## src/rtl/text_fetch_pkg.sv

```systemverilog
// Shared video constants for the text fetch path: default geometry, FIFO depth
// and the fetch FSM state encoding.
package text_fetch_pkg;

   localparam int unsigned   NDefault     = 16;
   localparam logic [15:0]   BaseDefault  = 16'h4000;
   localparam int unsigned   CellsDefault = 2400;
   localparam int unsigned   DepthDefault = 8;

   typedef enum logic [1:0] {
      StIdle  = 2'd0,
      StFetch = 2'd1,
      StDone  = 2'd2
   } fetch_state_e;

   // Occupancy counter must hold the value DEPTH itself, hence one extra bit.
   function automatic int unsigned cnt_width(input int unsigned depth);
      return $clog2(depth) + 1;
   endfunction

endpackage

```

## src/rtl/text_fetch_sync_fifo.sv

```systemverilog
// First-word-fall-through synchronous FIFO with a synchronous clear; pointers
// wrap modulo DEPTH and occupancy is tracked in a separate counter.
module sync_fifo
   import text_fetch_pkg::*;
#(
   parameter int unsigned N     = NDefault,
   parameter int unsigned DEPTH = DepthDefault
) (
   input  logic                          clk,
   input  logic                          reset,
   input  logic                          clear,
   input  logic                          push,
   input  logic                          pop,
   input  logic [N-1:0]                  din,
   output logic [N-1:0]                  dout,
   output logic                          empty,
   output logic                          full,
   output logic [cnt_width(DEPTH)-1:0]   count
);

   localparam int unsigned PW = $clog2(DEPTH);
   localparam int unsigned CW = cnt_width(DEPTH);
   localparam logic [CW-1:0] DepthCnt = CW'(DEPTH);

   logic [N-1:0]  mem_q [DEPTH];
   logic [PW-1:0] wptr_q, wptr_d;
   logic [PW-1:0] rptr_q, rptr_d;
   logic [CW-1:0] count_q, count_d;
   logic          push_ok, pop_ok;

   assign empty   = (count_q == '0);
   assign full    = (count_q == DepthCnt);
   assign count   = count_q;
   assign dout    = mem_q[rptr_q];

   // Clear wins over any concurrent push or pop.
   assign push_ok = push && !full && !clear;
   assign pop_ok  = pop && !empty && !clear;

   always_comb begin
      wptr_d  = wptr_q;
      rptr_d  = rptr_q;
      count_d = count_q;
      if (clear) begin
         wptr_d  = '0;
         rptr_d  = '0;
         count_d = '0;
      end else begin
         if (push_ok) wptr_d = wptr_q + PW'(1);
         if (pop_ok)  rptr_d = rptr_q + PW'(1);
         count_d = count_q + CW'(push_ok) - CW'(pop_ok);
      end
   end

   always_ff @(posedge clk or posedge reset) begin
      if (reset) begin
         wptr_q  <= '0;
         rptr_q  <= '0;
         count_q <= '0;
      end else begin
         wptr_q  <= wptr_d;
         rptr_q  <= rptr_d;
         count_q <= count_d;
      end
   end

   always_ff @(posedge clk) begin
      if (push_ok) mem_q[wptr_q] <= din;
   end

endmodule

```

## src/rtl/text_fetch.sv

```systemverilog
// Prefetches one frame of text cells from the RAM second read port into a
// small FIFO and presents them to the character generator with valid/ready.
module text_fetch
   import text_fetch_pkg::*;
#(
   parameter int unsigned   N     = NDefault,
   parameter logic [N-1:0]  BASE  = BaseDefault,
   parameter int unsigned   CELLS = CellsDefault,
   parameter int unsigned   DEPTH = DepthDefault
) (
   input  logic         clk,
   input  logic         reset,
   input  logic         frame_start,
   output logic [N-1:0] addr2,
   output logic         rd2,
   input  logic [N-1:0] data2,
   output logic         cell_valid,
   output logic [N-1:0] cell_data,
   input  logic         cell_ready
);

   localparam int unsigned   IW       = (CELLS > 1) ? $clog2(CELLS) : 1;
   localparam int unsigned   CW       = cnt_width(DEPTH);
   localparam logic [IW-1:0] LastIdx  = IW'(CELLS - 1);
   localparam logic [CW:0]   DepthOcc = (CW + 1)'(DEPTH);

   fetch_state_e  state_q, state_d;
   logic [IW-1:0] idx_q, idx_d;
   logic          inflight_q, inflight_d;

   logic          fifo_push, fifo_pop;
   logic          fifo_empty, fifo_full;
   logic [CW-1:0] fifo_count;
   logic [CW:0]   occupancy;
   logic          room;

   // A read is only issued when its return is guaranteed a FIFO slot.
   assign occupancy = {1'b0, fifo_count} + {{CW{1'b0}}, inflight_q};
   assign room      = !fifo_full && (occupancy < DepthOcc);

   // Index parks at the last cell, so addr2 holds its value outside FETCH.
   assign addr2 = BASE + N'(idx_q);

   always_comb begin
      state_d = state_q;
      idx_d   = idx_q;
      rd2     = 1'b0;

      unique case (state_q)
         StIdle: ;
         StFetch: begin
            if (room) begin
               rd2 = 1'b1;
               if (idx_q == LastIdx) begin
                  state_d = StDone;
               end else begin
                  idx_d = idx_q + IW'(1);
               end
            end
         end
         StDone: ;
         default: state_d = StIdle;
      endcase

      // A new frame overrides everything; no read is issued in the pulse cycle.
      if (frame_start) begin
         rd2     = 1'b0;
         state_d = StFetch;
         idx_d   = '0;
      end
   end

   assign inflight_d = rd2;

   always_ff @(posedge clk or posedge reset) begin
      if (reset) begin
         state_q    <= StIdle;
         idx_q      <= '0;
         inflight_q <= 1'b0;
      end else begin
         state_q    <= state_d;
         idx_q      <= idx_d;
         inflight_q <= inflight_d;
      end
   end

   // Only a return that follows a read strobe is captured; a frame restart
   // drops the stale one.
   assign fifo_push  = inflight_q && !frame_start;
   assign fifo_pop   = cell_ready;
   assign cell_valid = !fifo_empty;

   sync_fifo #(
      .N     (N),
      .DEPTH (DEPTH)
   ) u_fifo (
      .clk   (clk),
      .reset (reset),
      .clear (frame_start),
      .push  (fifo_push),
      .pop   (fifo_pop),
      .din   (data2),
      .dout  (cell_data),
      .empty (fifo_empty),
      .full  (fifo_full),
      .count (fifo_count)
   );

endmodule

```

## config.mk

```make
export PLATFORM = sky130hd
export DESIGN_NAME = text_fetch
export DESIGN_NICKNAME = d
export VERILOG_FILES = /design/src/rtl/text_fetch_pkg.sv /design/src/rtl/text_fetch_sync_fifo.sv /design/src/rtl/text_fetch.sv
export SDC_FILE = /design/constraint.sdc
export NUM_CORES = 1
export LEC_CHECK = 0
export ABC_CLOCK_PERIOD_IN_PS = 2900
export CAP_MARGIN = 30
export CELL_PAD_IN_SITES_DETAIL_PLACEMENT = 0
export CELL_PAD_IN_SITES_GLOBAL_PLACEMENT = 2
export CORE_AREA = 8 8 138 140
export DETAILED_ROUTE_END_ITERATION = 8
export DIE_AREA = 0 0 146 148
export PLACE_DENSITY_LB_ADDON = 0.12
export SKIP_CTS_REPAIR_TIMING = 1
export SYNTH_ARGS = -nofsm -noshare
export SYNTH_HDL_FRONTEND = slang
export SYNTH_HIERARCHICAL = 1
export SYNTH_SLANG_ARGS = --single-unit
```

## constraint.sdc

```tcl
create_clock -name clk -period 2.9 [get_ports clk]
set_clock_uncertainty 0.15 [all_clocks]
set_input_delay 0.58 -clock clk [delete_from_list [all_inputs] [get_ports clk]]
set_output_delay 0.58 -clock clk [all_outputs]
set_load 0.01 [all_outputs]
```

# Word level (Yosys, flattened, before mapping)
# Memories as Yosys holds them, arrays and structs flattened.
# Index checks and enable logic that the tools add are counted.
[word_totals]
regBits = 25
ram_bits = 128
in_bits = 20
out_inout_bits = 34
elab_cells = 59
memories = 1
[mem_list]
columns = ["memory", "words", "width", "rd", "rd_ports_with_merged_regs", "wr", "line", "text"]
rows = [
  ["u_fifo.mem_q", 8, 16, 1, 0, 1, "text_fetch_sync_fifo.sv:25", "logic [N-1:0] mem_q [DEPTH];"],
]
[op_classes]
n_addsub = 7
magnitude_cmp = 1
eq_ne = 8
n_mux = 18
reduce_logical = 18
[ops]
columns = ["op", "n"]
rows = [
  ["12-bit 2-to-1 mux", 4],
  ["15-bit by 12-bit adder with 16-bit output (first input constant)", 1],
  ["12-bit by 1-bit adder with 12-bit output (second input constant)", 1],
  ["12-bit equality test (second input constant)", 1],
  ["3-bit 2-to-1 mux", 4],
  ["2-bit nonzero test", 4],
  ["3-bit by 1-bit adder with 3-bit output (second input constant)", 2],
  ["1-bit logical AND", 6],
  ["2-bit 2-to-1 mux", 3],
  ["3-bit inequality test (second input constant)", 2],
  ["3-bit AND reduction", 2],
  ["4-bit by 1-bit adder with 5-bit output", 1],
  ["5-bit by 4-bit less-than comparator with 1-bit output (second input constant)", 1],
  ["1-bit 2-to-1 mux", 5],
  ["4-bit by 1-bit adder with 4-bit output", 1],
  ["4-bit equality test (second input constant)", 1],
  ["4-bit logical NOT", 1],
  ["4-bit 2-to-1 mux", 1],
  ["2-bit case mux with 2 select lines", 1],
  ["4-bit by 1-bit subtractor with 4-bit output", 1],
  ["1-bit logical NOT", 3],
  ["2-bit by 1-bit equality test with 1-bit output (second input constant)", 1],
  ["2-bit equality test (second input constant)", 1],
  ["2-bit logical NOT", 1],
  ["other kinds (3)", 3],
]

# Depth between registers and ports, before layout
# Gate-level depths: netlist (run 1).
[logic_depth]
ltp_word = 7
depth_mapped = 11
depth_no_buf = 11

# Hierarchy
# Netlist (run 1), hierarchy kept.
[by_module_without_submodules]
columns = ["mod", "instances", "cells_each", "area_per_inst_um2", "seq_area_each_um2"]
rows = [
  ["sync_fifo", 1, 262, 5590.4, 4093.9],
  ["text_fetch", 1, 95, 869.6, 375.4],
]

# Worst setup path before layout (run 1)
# OpenSTA, ideal clock, no wires.
[synth_timing]
path_kind = "input port to flip-flop"
from = "input port frame_start"
to = "memory u_fifo/mem_q[0][0] (netlist name), enable pin"
arrival_time_ns = 2.722
path_slack_ns = -0.381
cell_stages = 5
path_buffers = 1
cell_sequence = "clkbuf_1 nor2b_1 inv_1 or4_1 nor3_1"
[synth_via]
elab_chain_len = 6
[synth_lines]
columns = ["item", "line", "text"]
rows = [
  ["from (decl)", "text_fetch.sv:13", "input logic frame_start,"],
  ["1-bit logical NOT", "text_fetch.sv:89", "assign fifo_push = inflight_q && !frame_start;"],
  ["1-bit logical AND", "text_fetch.sv:89", ""],
  ["via fifo_push", "text_fetch.sv:31", "logic fifo_push, fifo_pop;"],
  ["1-bit logical AND (2 in a row)", "text_fetch_sync_fifo.sv:37", "assign push_ok = push && !full && !clear;"],
  ["1-bit 2-to-1 mux", "text_fetch_sync_fifo.sv:68", "if (push_ok) mem_q[wptr_q] <= din;"],
  ["1-bit 2-to-1 mux (not written as such)", "text_fetch_sync_fifo.sv:68", ""],
  ["to (decl)", "text_fetch_sync_fifo.sv:25", ""],
]
# The timed path passes the listed nets, and every way through them passes these cells.

# Worst setup path in the final report (run 1)
[layout_timing]
from = "register u_fifo.rptr_q[1]"
to = "output port cell_data[11]"
[layout_via]
elab_chain_len = 1
[layout_lines]
columns = ["item", "line", "text"]
rows = [
  ["from (decl)", "text_fetch_sync_fifo.sv:27", "logic [PW-1:0] rptr_q, rptr_d;"],
  ["from (signal assigned)", "text_fetch_sync_fifo.sv:62", "rptr_q <= rptr_d;"],
  ["memory 8 x 16 bit", "--", ""],
  ["to (decl)", "text_fetch.sv:18", "output logic [N-1:0] cell_data,"],
]
# No other way between the ends.

==> results of run 1 <==
critical path, delay by kind of cell, from the launching register on:
kind	cells	cell delay [ps]
multiplexers	2	840
flip-flops	1	500
buffers and inverters	2	410
state kept, by name, summed over array words and instances (netlist names):
register	flops
u_fifo/wptr_q	3
inflight_q	1
u_fifo/rptr_q	3
u_fifo/count	4
idx_q	12
u_fifo/mem_q	128
state_q	2
final timing paths:
check | start | to
worst max-delay path | u_fifo/rptr_q[1] | cell_data[11]
worst min-delay path | reset | u_fifo/count[2]
worst max register to register | u_fifo/count[2] | u_fifo/count[2]
worst min register to register | idx_q[11] | idx_q[11]
max in group asynchronous | reset | idx_q[9]
min in group clk | idx_q[11] | idx_q[11]
layout make-up:
type / count / area, um2 / area share, %
Clock buffer: 19 / 432.9 / 5.330
Clock inverter: 13 / 128.9 / 1.587
Inverter: 11 / 41.29 / 0.5084
Multi-Input combinational cell: 177 / 1853 / 22.82
Sequential cell: 153 / 4471 / 55.05
Tap cell: 225 / 281.5 / 3.466
Timing Repair Buffer: 87 / 913.4 / 11.25
report_power, final:
| group | internal [mW] | switching (mW) | total [mW] | leakage [nW] |
|---|---|---|---|---|
| registers | 2.46 | 0.0804 | 2.54 | 1.49 |
| clock network | 1.26 | 0.825 | 2.08 | 0.260 |
| logic | 0.690 | 0.531 | 1.22 | 1.18 |
| total | 4.41 | 1.44 | 5.84 | 2.92 |
stage by stage:
step	utilization [%]	hold slack (ps)	setup WS [ps]
3_3_place_gp	44.10	402.5	-22.64
2_1_floorplan	-	270.2	44.17
6_report	47.95	338.9	-2.069
5_1_grt	47.95	367.1	-50.91
4_1_cts	47.42	335.2	-419.9
3_5_place_dp	44.10	419.4	-105.5
logic make-up (layout without fill, tap and decap cells):
group           count (synthesis)  in the layout  share of synthesized area, %
other cells                     2              4                        0.1163
simple gates                   79             79                         7.205
mux                            51             51                         15.94
buf+inv                        29            130                         2.421
fa+ha+maj                      10             10                         2.053
xor+xnor                        3              3                        0.4068
compound gates                 30             30                         2.673
flops                         153            153                         69.18
layer usage:
layer  wire, um  GRT usage (%)
met5          0              0
met4        178          4.791
met3        480          3.485
met2       6551          21.49
met1       5886          15.30
cell usage in the layout (no fill, tap or decap), types with 4 or more instances in the layout:
cell type	instances
inv_1	10
clkinvlp_4	5
a21oi_1	14
nor2b_1	7
nand4_1	5
buf_12	8
nand3_1	6
dlymetal6s2s_1	14
or3_1	8
edfxtp_1	128
mux2_2	17
clkbuf_16	18
nand2_1	9
nand2b_1	6
o21ai_0	9
mux4_2	11
buf_4	29
mux4_1	21
clkdlybuf4s50_1	32
conb_1	4
ha_1	9
dfrtp_1	24
nor2_1	15
==> flow_summary.ini, run 1 <==
[logic_synthesis]
synth_area_leaders = edfxtp_1, mux4_1, dfrtp_1
synth_cell_types = 43
synth_edf_count = 128
avgSynthCellArea_um2 = 18.10
yosysTopAreaCell = edfxtp_1
syn_area_um2 = 6460
synth_common_cells = edfxtp_1, mux4_1, dfrtp_1
synth.top_cell.area_share_pct = 59.50
ys.flop_type = edfxtp_1
yosys_register_bits = 153
syn-instance-count = 357
ys.warnings.count = 6
ys_async_sr_fraction_pct = 16.34
seq_area_frac_synth_pct = 69.18
yosysMostFrequentCell = edfxtp_1

[min_path]
hold_path.class = in -> async

[sta]
drv_slew = 0
rsz0062_at_grt = yes
setup_slack_ps = -2.069
finalSetupTns_ps = -2.069
tightest_slew_ps = 630.6
setup_viol_count_final = 1
period_share_pct = 100.1
period_minus_slack_ps = 2902
fmax_mhz = 344.6
maxSlewHeadroom_pct = 57.91
hold_viol = 0

[finish]
diodes = 0
finalNonFillerCells = 685
drive_gt1_share_pct = 23.48
finalInstanceArea_um2 = 8122
syn_to_final_growth_pct = 25.72
final_nets = 477
fill_cells = 1460

[run]
cap_violations = 0

[placement]
dpl-instance-area_um2 = 7470
place_hpwl_um = 8284
routabilityCongestion = 0.7469
placedCellCount = 648
portBuffers = 49

[power]
ir_drop_uv = 403.3
power.density_nw_per_um2 = 719.6
power_mw = 5.844
p_leak_nw = 2.924

[worst_setup_path]
ff2ff_path_depth = 12
cpPeakStageDelay_ps = 560
cp.arrival_ps = 2170
worst-path-max-fanout = 11
crit_chain = clkbuf_16 -> mux4_1 -> mux2_2 -> dlymetal6s2s_1
cp-start-kind = flip-flop
worstSetupEndpointType = output pin
crit_slowest_cell = mux4_1
r2r_setup_slack_ps = 140
crit_required_ps = 2170
worst-setup-path-type = reg -> out

[die]
ios = 54
core_area_um2 = 16940
dieArea_um2 = 21610
dieWidth_um = 146
initial_core_util_pct = 38.14
die_h_um = 148
row_count = 48

[status]
violations = negative setup slack
outcome = finished, violations left

[grt]
grt_remaining_overflow = 0
grt_pass1_wl_um = 21100
antenna_found_initial = 0
grt_start_max_net_pins = 33
grt_usage_pct = 12.71
first_global_vias = 3772

[clock_tree]
cts_tree = built
cts_buffer_depth = 2
cts_made_buffers = 17
cts_sinks = 153
root_buffer = clkbuf_16
ctsHtreeMaxLevel = 4
clkLatencyLatePin_ps = 410
path_clk_slew_ps = 60

[detailed_routing]
viasPerCell = 5.042
routedWlPerCell_um = 19.12
drtAntennaViolNets = 0
drtIter0Drc = 125
drt_pass1_iterations = 4
vias = 3454
drc = 0
wirelength_um = 13100
Note: power is estimated with default switching activity, not from simulation.
==> run 2, diff against run 1 <==
--- a/config.mk
+++ b/config.mk
@@ -9,9 +9,9 @@
 export CAP_MARGIN = 30
 export CELL_PAD_IN_SITES_DETAIL_PLACEMENT = 0
 export CELL_PAD_IN_SITES_GLOBAL_PLACEMENT = 2
-export CORE_AREA = 8 8 138 140
+export CORE_AREA = 8 8 127 152
 export DETAILED_ROUTE_END_ITERATION = 8
-export DIE_AREA = 0 0 146 148
+export DIE_AREA = 0 0 135 160
 export PLACE_DENSITY_LB_ADDON = 0.12
 export SKIP_CTS_REPAIR_TIMING = 1
 export SYNTH_ARGS = -nofsm -noshare
==> run 2 against run 1 <==
Combinational power hardly changed. Via count increased by 0.52%. The run still ends with negative setup slack left. Highest routed layer is now met5. Final cell count shrank 0.44%. Routed wire length decreased by 1.2%.
==> flow_summary.ini, run 2 (same netlist as run 1, synthesis figures left out) <==
[worst_setup_path]
cp.arrival_ps = 2370
worst-setup-path-type = reg -> out
r2r-end = u_fifo/count[1]
r2r_setup_slack_ps = 170
ff2ff_path_depth = 11
worst-path-max-fanout = 5
worstSetupEndpointType = output pin
r2r_start = u_fifo/count[2]
crit_required_ps = 2170
cp-start-kind = flip-flop

[clock_tree]
ctsHtreeMaxLevel = 4
root_buffer = clkbuf_16
cts_buffer_depth = 2
cts_sinks = 153
path_clk_slew_ps = 60
cts_tree = built
cts_made_buffers = 17
clkLatencyLatePin_ps = 420

[sta]
drv_slew = 0
rsz0062_at_grt = yes
maxSlewHeadroom_pct = 57.83
fmax_mhz = 322.4
setup_viol_count_final = 2
setup_slack_ps = -202.1
hold_ws_ps = 341.6
tightest_slew_ps = 631.8
hold_viol = 0
finalSetupTns_ps = -325.9
period_minus_slack_ps = 3102
period_share_pct = 107.0

[finish]
final_util_pct = 49.07
drive_gt1_share_pct = 26.82
final_common_cell = edfxtp_1
final_nets = 484
largest_register = u_fifo/mem_q
finalInstanceArea_um2 = 8237
largest_reg_flops = 128
final_cell_mix = edfxtp_1, buf_4, clkdlybuf4s50_1
syn_to_final_growth_pct = 27.50
finalNonFillerCells = 682
diodes = 0

[detailed_routing]
viasPerCell = 5.091
routedWlPerCell_um = 18.98
drtAntennaViolNets = 0
drt_pass1_iterations = 4
drtIter0Drc = 228
wirelength_um = 12940
drc = 0
vias = 3472

[placement]
routabilityCongestion = 0.7182
dp_slack_ps = -88.41
dpl-instance-area_um2 = 7453
place_hpwl_um = 8228
placedCellCount = 635
portBuffers = 49

[status]
violations = negative setup slack
outcome = finished, violations left

[run]
cap_violations = 0

[die]
die_h_um = 160
ios = 54
initial_core_util_pct = 38.48
core_area_um2 = 16790
dieWidth_um = 135
dieArea_um2 = 21600
row_count = 52

[min_path]
hold_path.class = in -> async

[power]
p_leak_nw = 2.965
power.density_nw_per_um2 = 765.4
ir_drop_uv = 324.8
power_mw = 6.304

[grt]
antenna_found_initial = 1
grt_remaining_overflow = 0
grt_start_max_net_pins = 28
grt_usage_pct = 12.65
grt_pass1_wl_um = 20600
first_global_vias = 3704
## run 2: changes by cell type in the layout (fill, tap and decap cells not counted), sizes merged, moves of 4 or more
| cell | delta |
|---|---|
| buf | +8 |
| bufinv | +5 |
| clkbuf | +5 |
| clkinv | -4 |
| clkinvlp | -5 |
| dlymetal6s2s | -7 |
## run 2: layout make-up
class	count	area (um2)
timing repair buffer	94	922.1
inverter	11	41.29
clock inverter	11	241.5
multi-input combinational	177	1854
sequential	153	4471
tap	216	270.3
clock buffer	20	436.7
fill	1430	8549
## run 2: report_power, final
part           switching (mW)  total (mW)  internal (mW)
sequential             0.0651        2.53           2.46
clock                   0.843        2.55           1.70
combinational           0.539        1.23          0.690
total                    1.45        6.30           4.86
## run 2: worst max-delay path: stages, from the launching register on
cell	delay [ps]
dfrtp_2	440
buf_4	190
mux4_1	560
mux2_2	280
clkdlybuf4s50_1	480
## run 2: metal layers
metal  up-vias  wire length (um)  GRT usage (%)
met2        61              6950          22.18
met1      1772              5331          14.16
li1       1618                 -              -
met3        19               425          3.453
met5         -                13              0
met4         2               222          5.058
## run 2: worst max path at each step
stage	to	from
4_1_cts	cell_data[10]	u_fifo/rptr_q[1]
5_1_grt	cell_data[1]	u_fifo/rptr_q[1]
2_1_floorplan	u_fifo/mem_q[6][0]	frame_start
6_report	cell_data[1]	u_fifo/rptr_q[1]
3_3_place_gp	u_fifo/count[2]	frame_start
3_5_place_dp	u_fifo/count[2]	frame_start
